<file path="config.mk">
export PLATFORM = sky130hd
export DESIGN_NAME = audio_pdm_out
export DESIGN_NICKNAME = d
export VERILOG_FILES = /design/src/rtl/audio_pdm_out.sv
export SDC_FILE = /design/constraint.sdc
export NUM_CORES = 1
export LEC_CHECK = 0
export CORE_ASPECT_RATIO = 1.5
export CORE_MARGIN = 5
export CORE_UTILIZATION = 64
export DETAILED_ROUTE_END_ITERATION = 6
export GPL_ROUTABILITY_DRIVEN = 1
export GPL_TIMING_DRIVEN = 0
export PLACE_DENSITY = 0.91
export SYNTH_ARGS = -nofsm -noshare
export SYNTH_HDL_FRONTEND = slang
export SYNTH_SLANG_ARGS = --single-unit
</file>
<file path="constraint.sdc">
create_clock -name clk -period 3.7 [get_ports clk]
set_input_delay 0.555 -clock clk [delete_from_list [all_inputs] [get_ports clk]]
set_output_delay 0.555 -clock clk [all_outputs]
set_load 0.1 [all_outputs]
</file>
<file path="src/rtl/audio_pdm_out.sv">
// Generic single-clock FIFO, power-of-two depth.
// Latency: pushed word visible at rd_dat the cycle after the push.
// Backpressure: wr_rdy drops when full; a pop while full does not free the push slot that cycle.
module fifo #(
    parameter int W     = 8,
    parameter int DEPTH = 4
) (
    input  logic         clk,
    input  logic         rst_n,
    input  logic         wr_vld,
    output logic         wr_rdy,
    input  logic [W-1:0] wr_dat,
    output logic         rd_vld,
    input  logic         rd_rdy,
    output logic [W-1:0] rd_dat
);
    localparam int AW = $clog2(DEPTH);
    localparam logic [AW:0] FULL = (AW+1)'(DEPTH);

    logic [W-1:0]  mem [DEPTH];
    logic [AW-1:0] wr_ptr, rd_ptr;
    logic [AW:0]   count;
    logic          push, pop;

    assign wr_rdy = (count != FULL);
    assign rd_vld = (count != '0);
    assign push   = wr_vld && wr_rdy;
    assign pop    = rd_rdy && rd_vld;
    assign rd_dat = mem[rd_ptr];

    always_ff @(posedge clk) begin
        if (push) mem[wr_ptr] <= wr_dat;
    end

    always_ff @(posedge clk or negedge rst_n) begin
        if (!rst_n) begin
            wr_ptr <= '0;
            rd_ptr <= '0;
            count  <= '0;
        end else begin
            if (push) wr_ptr <= wr_ptr + AW'(1);
            if (pop)  rd_ptr <= rd_ptr + AW'(1);
            case ({push, pop})
                2'b10:   count <= count + (AW+1)'(1);
                2'b01:   count <= count - (AW+1)'(1);
                default: count <= count;
            endcase
        end
    end
endmodule

// Multi-channel 1-bit audio output: frame FIFO, one frame per sample period, PWM or sigma-delta.
// Latency: audio_out is registered, 1 cycle behind phase/accumulator; new frame applies from the tick.
// Backpressure: s_ready = FIFO not full; pushes are accepted even while ena=0.
module audio_pdm_out #(
    parameter int CHANNELS   = 2,
    parameter int WIDTH      = 8,
    parameter int SAMPLE_DIV = 256,
    parameter int FIFO_DEPTH = 4
) (
    input  logic                      clk,
    input  logic                      rst_n,
    input  logic                      ena,
    input  logic                      mode,
    input  logic                      s_valid,
    output logic                      s_ready,
    input  logic [CHANNELS*WIDTH-1:0] s_data,
    output logic [CHANNELS-1:0]       audio_out,
    output logic                      sample_tick,
    output logic                      underrun,
    input  logic                      clr_underrun
);
    localparam int FW = CHANNELS * WIDTH;
    localparam int CW = $clog2(SAMPLE_DIV);
    localparam logic [CW-1:0] CNT_MAX = CW'(SAMPLE_DIV - 1);

    logic [CW-1:0]    cnt;
    logic [WIDTH-1:0] phase;
    logic             boundary;
    logic             mode_act;
    logic [FW-1:0]    cur_sample;
    logic [FW-1:0]    acc;
    logic [WIDTH:0]   sd_sum [CHANNELS];
    logic             fifo_vld;
    logic [FW-1:0]    fifo_dat;

    assign boundary = ena && (cnt == CNT_MAX);
    assign phase    = cnt[WIDTH-1:0];

    // Pop is only requested at a boundary; an empty FIFO there is an underrun.
    fifo #(.W(FW), .DEPTH(FIFO_DEPTH)) u_fifo (
        .clk    (clk),
        .rst_n  (rst_n),
        .wr_vld (s_valid),
        .wr_rdy (s_ready),
        .wr_dat (s_data),
        .rd_vld (fifo_vld),
        .rd_rdy (boundary),
        .rd_dat (fifo_dat)
    );

    // The carry of the sum is the output bit; only the low WIDTH bits persist in acc.
    always_comb begin
        for (int c = 0; c < CHANNELS; c++) begin
            sd_sum[c] = {1'b0, acc[c*WIDTH +: WIDTH]} + {1'b0, cur_sample[c*WIDTH +: WIDTH]};
        end
    end

    always_ff @(posedge clk or negedge rst_n) begin
        if (!rst_n) begin
            cnt         <= '0;
            sample_tick <= 1'b0;
            underrun    <= 1'b0;
            mode_act    <= 1'b0;
            cur_sample  <= '0;
            acc         <= '0;
            audio_out   <= '0;
        end else begin
            sample_tick <= boundary;
            if (ena) cnt <= (cnt == CNT_MAX) ? '0 : cnt + CW'(1);
            if (boundary) begin
                mode_act <= mode;
                if (fifo_vld) cur_sample <= fifo_dat;
            end
            if (boundary && !fifo_vld) underrun <= 1'b1;
            else if (clr_underrun)     underrun <= 1'b0;
            for (int c = 0; c < CHANNELS; c++) begin
                if (!ena) begin
                    audio_out[c] <= 1'b0;
                end else if (!mode_act) begin
                    audio_out[c] <= (phase < cur_sample[c*WIDTH +: WIDTH]);
                end else begin
                    audio_out[c]           <= sd_sum[c][WIDTH];
                    acc[c*WIDTH +: WIDTH] <= sd_sum[c][WIDTH-1:0];
                end
            end
        end
    end
endmodule

</file>
==> results of run 1 <==
-- through the flow --
step	total power, mW	cells	utilization (%)	worst slack, ns	area [um^2]
after global placement	2.12	525	69.6	0.518	5780
after CTS	4.01	558	77.6	0.710	6450
after floorplan	1.99	392	-	1.04	5390
after global routing	4.12	558	77.6	0.571	6450
final	4.00	558	77.6	0.657	6450
after detailed placement	2.16	526	69.8	0.437	5800
-- registers in the layout, indices dropped and copies added (netlist names), 2 cells and up --
name           count
acc               16
cnt                8
u_fifo.mem        64
cur_sample        16
audio_out          2
u_fifo.rd_ptr      2
u_fifo.wr_ptr      2
u_fifo.count       3
-- critical path, delay by kind of cell, from the launching register on --
family | cells | cell delay, ns
AOI/OAI and AO/OA | 1 | 0.25
xor gates and xnor gates | 2 | 0.33
adders and majority gates | 3 | 0.83
buffers and inverters | 3 | 0.42
DFF | 1 | 0.50
and+or+nand+nor | 3 | 0.64
-- report_power, final --
part / internal (mW) / switching, mW / total, mW
combinational: 0.170 / 0.297 / 0.466
clock: 1.20 / 0.606 / 1.81
sequential: 1.58 / 0.144 / 1.73
-- layer usage --
metal | vias up | share of wire, % | track usage [%]
met2 | 177 | 55 | 45.0
met1 | 1737 | 35 | 25.7
li1 | 1541 | - | -
met3 | 66 | 5.5 | 5.84
met5 | - | 0 | 0
met4 | 0 | 5.1 | 15.0
-- area by class of cell --
class                   instances  share of cell area, %
multi-input cells             239                   30.8
well taps                     107                   2.08
repair buffers                 27                   4.27
clock inverters                15                   3.55
plain buffers                  12                   1.26
flip-flops and latches        116                   50.0
inverters                      25                   1.45
clock buffers                  17                   6.59
-- final timing paths --
kind | startpoint | endpoint | cells past startpoint
worst max-delay path | cnt[1]$_DFFE_PN0P_ | u_fifo.count[2]$_DFFE_PN0P_ | 12
worst min-delay path | rst_n | cnt[5]$_DFFE_PN0P_ | 1
worst max register to register | cnt[1]$_DFFE_PN0P_ | u_fifo.count[2]$_DFFE_PN0P_ | 12
worst min register to register | acc[7]$_DFFE_PN0P_ | acc[7]$_DFFE_PN0P_ | 2
max in group asynchronous | rst_n | audio_out[1]$_DFF_PN0_ | 2
min in group clk | acc[7]$_DFFE_PN0P_ | acc[7]$_DFFE_PN0P_ | 2
-- cell usage in the layout (no fill, tap or decap), drive strengths merged, types with 2 or more instances in the layout --
cell and n:
o211ai 3, nand3 5, o21bai 2, xnor2 10, mux2 7, a211oi 4, edfxtp 64, clkdlybuf4s50 25
buf 9, clkbuf 22, bufinv 5, nand3b 4, nand4 2, ha 36, a21o 6, a21oi 12
dfrtp 52, and3 4, fa 3, clkinv 7, nor3b 3, mux4 16, inv 27, o21ai 44
xor2 13, a21boi 2, nand2 38, nor2 11, nor3 3
-- kinds of logic after synthesis --
kind of cell	share of synthesized area [%]
mux	8.15
simple gates	6.97
compound gates	8.45
fa+ha+maj	9.48
flops	59.8
xor+xnor	3.88
buf+inv	3.25
==> flow_metrics.env, run 1 <==
export IMPL_cpPeakStageDelay_ns=0.50
export IMPL_row_count=41
export IMPL_ctsLongestPathBuffers=2
export IMPL_initial_core_util_pct=64.8
export IMPL_ys_ff_latch=116
export IMPL_path_max_fanout=10
export IMPL_die_area_mm2=0.0104
export IMPL_yosys_top_cells_area="edfxtp_1 (36%), dfrtp_1 (24%), ha_1 (8.4%), mux4_2 (6.7%), o21ai_0 (4.1%)"
export IMPL_syn_inst=392
export IMPL_async_flop_share_pct=44.8
export IMPL_final_layout_size_suffix_gt1_share_pct=15.1
export IMPL_synth_top_area_share_pct=35.7
export IMPL_synth_seq_area_share_pct=59.8
export IMPL_critPathSlowestCell="dfrtp_1"
export IMPL_wl_per_cell_um=21.4
export IMPL_nFillCells=444
export IMPL_drc=0
export IMPL_start_kind="flip-flop"
export IMPL_synth_avg_cell_area_um2=13.7
export IMPL_totalWireLength_um=12000
export IMPL_routed_via_density=6.31
export IMPL_dr_pass1_iters=6
export IMPL_finalSetupViolCount=0
export IMPL_period_share_pct=82.3
export IMPL_nets=499
export IMPL_antenna_left=0
export IMPL_finClkSkew_ns=0.00880
export IMPL_multi_input_area_mm2=0.00199
export IMPL_yosysWarnings=0
export IMPL_hold_buffers=0
export IMPL_die_w_um=84.9
export IMPL_leakage_nw=2.66
export IMPL_clk_pin_slew_ns=0.06
export IMPL_drv_slew=0
export IMPL_ir_drop_mv=0.486
export IMPL_drt_iter0_drc=353
export IMPL_clk_latency_ns=0.42
export IMPL_syn_cell_area_mm2=0.00539
export IMPL_clock_sinks=116
export IMPL_grt_overflow=0
export IMPL_cts_tree="done"
export IMPL_antenna_found_initial=0
export IMPL_worstPathArrival_ns=3.38
export IMPL_cts_root_buf="clkbuf_16"
export IMPL_dp_hpwl_um=7360
export IMPL_synth_flop_cell="edfxtp_1"
export IMPL_grt_pass1_wl_um=19200
export IMPL_end_kind="flip-flop"
export IMPL_grt_pass1_vias=3863
export IMPL_cts_resized_gates=0
export IMPL_synth_edf_count=64
export IMPL_coreArea_mm2=0.00831
export IMPL_regArea_mm2=0.00322
export IMPL_p_per_area_mw_per_mm2=620
export IMPL_grt_max_degree=33
export IMPL_chipHeight_um=122
export IMPL_syn_nets=453
export IMPL_areaGrowthSynthToFinish_pct=19.7
export IMPL_r2r_slack_ns=0.66
export IMPL_synth_common_cells="edfxtp_1 (64), dfrtp_1 (52), o21ai_0 (44)"
export IMPL_worstPathCellList="ha_1, nand2_1, nor3_4, o31a_1, buf_6, buf_4, ha_1, inv_1, fa_1, xor2_1, nor2_1, xor2_1"
export IMPL_h_tree_depth=4
export IMPL_yosysMostFrequentCell="edfxtp_1"
export IMPL_setup_tns_final_ns=0
export IMPL_slew_headroom_pct=35.5
export IMPL_rsz0062_at_grt="no"
export IMPL_critPathRequiredTime_ns=4.04
export IMPL_hold_viol=0
export IMPL_tightest_slew_ns=0.965
export IMPL_port_buffers=26
export IMPL_diodes=0
export IMPL_cts_setup_buffers=0
export IMPL_cap_violations=0
export IMPL_yosysTopAreaCell="edfxtp_1"
export IMPL_vias=3521
export IMPL_cts_buffers=17
export IMPL_gp_congestion=0.879
export IMPL_hp_class="in -> async"
export IMPL_critPathKind="reg -> reg"
export IMPL_gr_usage_all_layers_pct=24.8
export IMPL_ios=27
export IMPL_fin_crit_ns=3.04
export IMPL_run_status="complete, no violations"
export IMPL_hold_slack_ns=0.107
export IMPL_ys_types=43
export IMPL_fmax_mhz=329
Power figures use the tool's default switching activity.
==> run 2, diff against run 1 <==
Settings changed: CORE_UTILIZATION 64 to 60, PLACE_DENSITY 0.91 to 0.87.
Clock period 3.7 ns to 2.8 ns, I/O delays scaled along.
==> run 2 against run 1 <==
Effect of this change: combinational power up 27%; sequential power up 31%; cell count up 0.90%; global-route usage down 3.6 points; non-clock buffer count up 2; cell area down 1.7%.
==> flow_metrics.env, run 2 (synthesis results as in run 1) <==
export IMPL_final_layout_size_suffix_gt1_share_pct=15.2
export IMPL_tightest_slew_ns=0.965
export IMPL_swShare_pct=27.1
export IMPL_drt_iter0_drc=172
export IMPL_drc=0
export IMPL_port_buffers=26
export IMPL_drv_slew=0
export IMPL_final_area_mm2=0.00634
export IMPL_gp_congestion=0.821
export IMPL_dpl_cell_area_mm2=0.00580
export IMPL_r2r_start="cnt[1]$_DFFE_PN0P_"
export IMPL_hold_slack_ns=0.446
export IMPL_grtUsageMet1_pct=21.1
export IMPL_coreArea_mm2=0.00883
export IMPL_path_max_fanout=6
export IMPL_net_switching_power_mw=1.28
export IMPL_clockPowerShare_pct=39.4
export IMPL_diodes=0
export IMPL_finClkSkew_ns=0.00694
export IMPL_hp_class="in -> async"
export IMPL_layout_common_cells="edfxtp_1 (64), dfrtp_1 (51), o21ai_0 (44)"
export IMPL_nFillCells=567
export IMPL_finalSetupViolCount=0
export IMPL_grt_pass1_wl_um=17400
export IMPL_ctsLongestPathBuffers=2
export IMPL_initial_core_util_pct=61.0
export IMPL_cts_tree="done"
export IMPL_worstPathArrival_ns=2.22
export IMPL_nets=501
export IMPL_fin_crit_ns=2.64
export IMPL_r2r_slack_ns=0.21
export IMPL_grt_max_degree=41
export IMPL_largest_register_ffs=64
export IMPL_start_kind="flip-flop"
export IMPL_top_register="u_fifo.mem"
export IMPL_power_combinational_fraction_pct=12.6
export IMPL_clk_latency_ns=0.41
export IMPL_internal_power_mw=3.43
export IMPL_period_share_pct=94.4
export IMPL_grtUsageMet2_pct=39.1
export IMPL_antenna_left=0
export IMPL_grt_util_met3_pct=5.95
export IMPL_totalWireLength_um=10500
export IMPL_vias=3331
export IMPL_areaGrowthSynthToFinish_pct=17.7
export IMPL_p_per_area_mw_per_mm2=742
export IMPL_ios=27
export IMPL_critPathRequiredTime_ns=2.38
export IMPL_end_kind="output port"
export IMPL_clock_sinks=116
export IMPL_h_tree_depth=4
export IMPL_rsz0062_at_grt="no"
export IMPL_dr_pass1_iters=6
export IMPL_reg2reg_depth=12
export IMPL_antenna_found_initial=0
export IMPL_run_status="complete, no violations"
export IMPL_wl_per_cell_um=18.6
export IMPL_clk_pin_slew_ns=0.06
export IMPL_chipHeight_um=126
export IMPL_die_w_um=87.4
export IMPL_final_common_cell="edfxtp_1"
export IMPL_dp_hpwl_um=7270
export IMPL_cts_buffers=17
export IMPL_p_total_mw=4.71
export IMPL_critPathKind="reg -> out"
export IMPL_ir_drop_mv=0.647
export IMPL_r2r_end="u_fifo.count[2]$_DFFE_PN0P_"
export IMPL_row_count=42
export IMPL_p_seq_share_pct=48.0
export IMPL_gr_usage_all_layers_pct=21.2
export IMPL_slew_headroom_pct=35.4
export IMPL_routed_via_density=5.92
export IMPL_grt_busiest_layer="met2"
export IMPL_cts_root_buf="clkbuf_16"
export IMPL_grt_overflow=0
export IMPL_die_area_mm2=0.0110
export IMPL_reg_top3="u_fifo.mem (64), acc (16), cur_sample (16)"
export IMPL_fmax_mhz=378
export IMPL_hold_viol=0
export IMPL_leakage_nw=2.61
export IMPL_cap_violations=0
export IMPL_grt_pass1_vias=3691
## run 2: stage by stage
step	std cells	setup slack, ns	util (%)	setup TNS, ns
finish	563	0.156	71.8	0
global route	563	0.0234	71.8	0
CTS	563	0.113	71.8	0
detailed placement	529	-0.316	65.7	-0.467
global placement	528	-0.257	65.5	-10.36
floorplan	392	0.136	-	0
## run 2: worst max-delay path: stages, from the launching register on
cell and delay (ns):
dfrtp_1 0.41, nor2_1 0.09, nand2_1 0.15, clkdlybuf4s50_1 1.16
## run 2: how the worst max path moves through the flow
stage	to	startpoint	depth (start not counted)	slack, ns
after CTS	u_fifo.count[2]$_DFFE_PN0P_	cnt[1]$_DFFE_PN0P_	12	0.11
after global routing	u_fifo.count[2]$_DFFE_PN0P_	cnt[1]$_DFFE_PN0P_	12	0.02
after global placement	u_fifo.count[2]$_DFFE_PN0P_	ena	12	-0.26
after floorplan	u_fifo.count[2]$_DFFE_PN0P_	u_fifo.count[1]$_DFFE_PN0P_	10	0.14
after detailed placement	u_fifo.count[2]$_DFFE_PN0P_	ena	12	-0.32
final	s_ready	u_fifo.count[0]$_DFFE_PN0P_	3	0.16
## run 2: timing repair
| item | in CTS | in global routing |
|---|---|---|
| endpoints found under the hold margin | 12 | 0 |
| hold buffers | 1 | 0 |
| pin swaps | 1 | 0 |
| gates resized for setup | 0 | 2 |
| setup buffers | 1 | 0 |
| setup endpoints to repair | 1 | 1 |
## run 2: cell type report
class	instances	area [um^2]	share of cell area (%)
plain buffers	12	81.3	1.28
flip-flops and latches	116	3220	50.8
clock buffers	18	429	6.77
multi-input cells	239	1990	31.4
well taps	110	138	2.17
repair buffers	29	293	4.62
clock inverters	14	91.3	1.44
inverters	25	93.8	1.48
## run 2: routing by layer
layer,vias up,share of wire (%)
met5,-,0
met4,0,3.2
met3,22,3.3
met2,85,57
met1,1680,36
li1,1544,-
## run 2: power by group through the flow
stage	combinational [mW]	sequential, mW	clock [mW]
after floorplan	0.392	2.24	0
after global placement	0.551	2.26	0
after detailed placement	0.585	2.28	0
after CTS	0.595	2.26	1.88
after global routing	0.655	2.28	1.96
final	0.593	2.26	1.86
